[src/rtl/param_pattern_detector.sv]
// Serial bit-stream detector with a run-time programmable pattern of 1..MAX_LEN bits,
// overlapping/non-overlapping match modes and a saturating match counter.
module param_pattern_detector #(
    parameter  int MAX_LEN = 8,
    parameter  int CNT_W   = 16,
    localparam int LEN_W   = $clog2(MAX_LEN + 1)
) (
    input  logic               clk,
    input  logic               reset,
    input  logic               cfg_we,
    input  logic [MAX_LEN-1:0] cfg_pattern,
    input  logic [LEN_W-1:0]   cfg_len,
    input  logic               cfg_overlap,
    input  logic               cnt_clr,
    input  logic               d_in,
    input  logic               valid_in,
    output logic               pattern_flag,
    output logic [CNT_W-1:0]   match_count,
    output logic               cfg_err,
    output logic               armed
);

    localparam logic [LEN_W-1:0] MAX_LEN_L = LEN_W'(MAX_LEN);

    typedef enum logic {
        IDLE,
        ARMED
    } state_t;

    state_t state, state_next;

    logic [MAX_LEN-1:0] pattern_r;
    logic [LEN_W-1:0]   len_r;
    logic               overlap_r;
    logic [MAX_LEN-1:0] hist;
    logic [LEN_W-1:0]   fill;

    logic               cfg_legal;
    logic               cfg_ok;
    logic               sample;
    logic [MAX_LEN-1:0] hist_next;
    logic [LEN_W-1:0]   fill_next;
    logic [MAX_LEN-1:0] len_mask;
    logic               match;

    always_ff @(posedge clk or negedge reset) begin
        if (!reset) begin
            state <= IDLE;
        end else begin
            state <= state_next;
        end
    end

    always_comb begin
        state_next = state;
        cfg_legal  = (cfg_len != '0) && (cfg_len <= MAX_LEN_L);
        cfg_ok     = cfg_we && cfg_legal;
        if (cfg_ok) begin
            state_next = ARMED;
        end
    end

    // A config write always steals the cycle, so the data bit alongside it is dropped.
    always_comb begin
        sample    = (state == ARMED) && valid_in && !cfg_we;
        hist_next = {hist[MAX_LEN-2:0], d_in};
        fill_next = (fill == MAX_LEN_L) ? fill : fill + 1'b1;
        len_mask  = '0;
        for (int i = 0; i < MAX_LEN; i++) begin
            if (i < int'(len_r)) begin
                len_mask[i] = 1'b1;
            end
        end
        match = sample && (fill_next >= len_r) &&
                (((hist_next ^ pattern_r) & len_mask) == '0);
    end

    always_ff @(posedge clk or negedge reset) begin
        if (!reset) begin
            pattern_r <= '0;
            len_r     <= '0;
            overlap_r <= 1'b0;
            hist      <= '0;
            fill      <= '0;
        end else if (cfg_ok) begin
            pattern_r <= cfg_pattern;
            len_r     <= cfg_len;
            overlap_r <= cfg_overlap;
            hist      <= '0;
            fill      <= '0;
        end else if (sample) begin
            hist <= hist_next;
            // Non-overlapping mode demands len fresh bits after every match.
            fill <= (match && !overlap_r) ? '0 : fill_next;
        end
    end

    always_ff @(posedge clk or negedge reset) begin
        if (!reset) begin
            pattern_flag <= 1'b0;
            cfg_err      <= 1'b0;
            match_count  <= '0;
        end else begin
            pattern_flag <= match;
            cfg_err      <= cfg_we && !cfg_legal;
            if (cnt_clr) begin
                match_count <= '0;
            end else if (match && (match_count != '1)) begin
                match_count <= match_count + 1'b1;
            end
        end
    end

    assign armed = (state == ARMED);

endmodule

[config.mk]
export PLATFORM = sky130hd
export DESIGN_NAME = param_pattern_detector
export DESIGN_NICKNAME = d
export VERILOG_FILES = /design/src/rtl/param_pattern_detector.sv
export SDC_FILE = /design/constraint.sdc
export NUM_CORES = 1
export LEC_CHECK = 0
export ABC_AREA = 1
export BUFFER_PORTS_ARGS = -buffer_cell sky130_fd_sc_hd__buf_4
export CORE_MARGIN = 2
export CORE_UTILIZATION = 62
export CTS_CLUSTER_DIAMETER = 30
export DETAILED_ROUTE_END_ITERATION = 10
export GPL_TIMING_DRIVEN = 1
export PLACE_DENSITY = 0.86
export SETUP_SLACK_MARGIN = 0.02
export SYNTH_ARGS = -nofsm -noshare
export SYNTH_HDL_FRONTEND = slang
export SYNTH_SLANG_ARGS = --single-unit
[constraint.sdc]
create_clock -name clk -period 3.7 [get_ports clk]
set_input_delay 0.74 -clock clk [delete_from_list [all_inputs] [get_ports clk]]
set_output_delay 0.74 -clock clk [all_outputs]
set_load 0.05 [all_outputs]
==> results.toml <==
[floorplanning]
core_area_mm2 = 0.00406
placement_rows = 23
initial_core_util_pct = 64.9
dieWidth_um = 69.2
ioPinCount = 38
die_height_um = 69.2
floorplan.die_area_mm2 = 0.00478

[layout]
antennaDiodeCount = 0
areaGrowthSynthToFinish_pct = 15.4
layout.cells.non_filler = 428
drive_above_1_share_pct = 17.2
layout.nets = 403

[sta]
fmax_mhz = 426
final-hold-violation-count = 0
worstMarginPinSlew_ns = 0.929
finalCritPeriodShare_pct = 63.4
report.final.slew_viol_count = 0
maxSlewHeadroom_pct = 38.0
timing.final.crit_period_ns = 2.35
final.setup.tns_ns = 0
finalClockSkew_ns = 0.0110
grt_setup_unrepaired = "no"
finalSetupViolCount = 0

[logic_synthesis]
synth.ff_latch_count = 43
synth.largest_area_cell = "sky130_fd_sc_hd__dfrtp_1"
synth.avg_cell_area_um2 = 7.70
synth.lib_cells_used.distinct = 33
post_synth_instance_area_mm2 = 0.00263
yosys_warnings = 0
synth_largest_type_area_fraction_pct = 40.9
post_synth_main_area_contributors = "sky130_fd_sc_hd__dfrtp_1 (41%), sky130_fd_sc_hd__nand2_1 (15%), sky130_fd_sc_hd__inv_1 (6.8%)"
synthesis.nets = 368
postSynthCellCount = 342
synth_seq_area_share_pct = 40.9

[power]
cellLeakagePower_nw = 1.72
cellPowerDensity_mw_per_mm2 = 404
intPower_mw = 0.865
sw_share_pct = 29.5
power.clock.fraction_pct = 35.1
p_sw_mw = 0.362
p_seq_share_pct = 43.8
irDropWorstVdd_uv = 355
comb_power_share_pct = 21.1

[routing]
drc = 0
via_per_inst = 5.42
detail_route.wl_per_cell_um = 13.3
totalWireLength_mm = 5.69
first_iter_violations = 190
detail_route.first_pass.iterations = 4
ant_nets = 0
via_count = 2318

[placed_design]
place.gp.congestion = 0.850
io_buffers = 37
hpwl_mm = 3.95
dpl.cell_count = 420

[worst_hold_path]
worstHoldPathType = "in -> async"

[clock_network]
post-cts-setup-buffers = 0
cts_repair_resize_count = 0
clock_latency_ns = 0.30
ctsHtreeMaxLevel = 2
cts_tree = "done"
cts_sinks = 43
clk_transition_reported_paths_ns = 0.09
cts_max_path_buffers = 2
clk_root_buf = "sky130_fd_sc_hd__clkbuf_8"
cts_made_buffers = 5
postCtsHoldBufs = 0

[run]
maxCapViolCount = 0

[worst_setup_path]
critPathRequiredTime_ns = 3.89
critical_path.startpoint = "fill[0]"
path_max_fanout = 16
regToRegStartpoint = "fill[0]"
arrival_ns = 2.53
start_kind = "register"
path_class = "reg -> reg"
critPathCaptureType = "register"

[global_route]
grt_first_pass_wirelength_mm = 9.87
grt_usage_pct = 25.2
grt_start_max_net_pins = 44
antenna_found_initial = 0
grt-ovfl-total = 0
vias_in_the_first_global_route = 2215

[run_status]
run_status = "finished clean"
[per-layer routing]
metal / share of wire [%] / track usage, % / vias up
li1: - / - / 1166
met1: 46 / 35.0 / 1083
met2: 48 / 40.7 / 62
met3: 4.9 / 4.53 / 7
met4: 1.2 / 7.19 / 0
met5: 0 / 0 / -
[layout make-up]
type                            count  area [µm²]
Sequential cell                    43        1080
Tap cell                           50        62.6
Clock inverter                      2        60.1
Clock buffer                        6        72.6
Inverter                           53         199
Fill cell                         332        1020
Multi-Input combinational cell    237        1290
Timing Repair Buffer               37         278
[placed cells by master, fill, tap and decap left out]
master and n:
sky130_fd_sc_hd__nand2_1 102, sky130_fd_sc_hd__inv_1 48, sky130_fd_sc_hd__dfrtp_1 43, sky130_fd_sc_hd__buf_4 37, sky130_fd_sc_hd__nand3_1 35, sky130_fd_sc_hd__nand4_1 21
sky130_fd_sc_hd__nor2_1 16, sky130_fd_sc_hd__xor2_1 13, sky130_fd_sc_hd__o21ai_0 10, sky130_fd_sc_hd__a22oi_1 7, sky130_fd_sc_hd__ha_1 7, sky130_fd_sc_hd__clkbuf_8 5
sky130_fd_sc_hd__nor2_2 4, sky130_fd_sc_hd__xnor2_1 3, sky130_fd_sc_hd__inv_2 3, sky130_fd_sc_hd__a21oi_1 3, sky130_fd_sc_hd__nand2_2 3, sky130_fd_sc_hd__nand3_2 2
sky130_fd_sc_hd__nand2_4 2, sky130_fd_sc_hd__nor2_8 2, sky130_fd_sc_hd__clkinv_1 2, sky130_fd_sc_hd__bufinv_16 2, sky130_fd_sc_hd__nor2_4 1, sky130_fd_sc_hd__or2_1 1
sky130_fd_sc_hd__nor3_2 1, sky130_fd_sc_hd__a21oi_2 1, sky130_fd_sc_hd__nand4_4 1, sky130_fd_sc_hd__or2_2 1, sky130_fd_sc_hd__o22ai_1 1, sky130_fd_sc_hd__clkbuf_1 1
[kinds of logic (layout without fill, tap and decap cells)]
group	count (synthesis)	in the layout	share of synthesized area, %
AND/OR/NAND/NOR	192	192	35.4
buffers and inverters	62	98	10.1
XOR/XNOR	16	16	5.32
flip-flops	43	43	40.9
AO/OA/AOI/OAI	22	22	5.04
adder cells (fa/ha/maj)	7	7	3.33
[Yosys cell counts (all sizes together)]
cell type	count
nand2	107
inv	51
dfrtp	43
nand3	37
nor2	23
nand4	22
xor2	13
o21ai	10
a22oi	7
ha	7
buf	6
a21oi	4
clkbuf	3
xnor2	3
clkinv	2
or2	2
nor3	1
o22ai	1
[registers in the layout, indices dropped and copies added (netlist names)]
name,count
pattern_r,8
fill,4
match_count,16
armed,1
len_r,4
cfg_err,1
pattern_flag,1
overlap_r,1
hist,7
[worst paths after layout]
path                            slack, ns  depth (start not counted)        endpoint
worst max-delay path                 1.35                         15  match_count[5]
worst min-delay path                 0.42                          1           armed
worst max register to register       1.35                         15  match_count[5]
worst min register to register       0.51                          1           armed
max in group asynchronous            2.90                          1    pattern_flag
min in group clk                     0.51                          1           armed
[per-stage QoR]
stage	cell area (µm²)	util, %	hold WS, ns	setup WS (ns)	total power, mW
6_report	3040	74.9	0.417	1.35	1.23
4_1_cts	3040	74.9	0.434	1.34	1.23
5_1_grt	3040	74.9	0.462	1.12	1.29
3_5_place_dp	2910	71.6	0.488	1.38	0.803
3_3_place_gp	2910	71.6	0.484	1.47	0.791
2_1_floorplan	2630	-	0.444	1.61	0.735
[critical path, stage by stage, from the launching register on]
cell and delay, ns:
sky130_fd_sc_hd__dfrtp_1 0.43, sky130_fd_sc_hd__inv_1 0.08, sky130_fd_sc_hd__ha_1 0.14, sky130_fd_sc_hd__nand2_1 0.05, sky130_fd_sc_hd__nor2_1 0.15, sky130_fd_sc_hd__xor2_1 0.12
sky130_fd_sc_hd__ha_1 0.28, sky130_fd_sc_hd__inv_1 0.03, sky130_fd_sc_hd__nand2_1 0.05, sky130_fd_sc_hd__nand2_1 0.04, sky130_fd_sc_hd__nand2_1 0.05, sky130_fd_sc_hd__nand2_1 0.07
sky130_fd_sc_hd__a21oi_2 0.21, sky130_fd_sc_hd__nand4_4 0.27, sky130_fd_sc_hd__nand3_1 0.18, sky130_fd_sc_hd__nand2_1 0.09
[power groups by stage]
| stage | sequential, mW | clock [mW] | combinational [mW] |
|---|---|---|---|
| after floorplan | 0.546 | 0 | 0.189 |
| after global placement | 0.545 | 0 | 0.246 |
| after detailed placement | 0.546 | 0 | 0.257 |
| after CTS | 0.537 | 0.434 | 0.262 |
| after global routing | 0.541 | 0.455 | 0.294 |
| final | 0.537 | 0.431 | 0.259 |
(Power assumes the default switching activity.)
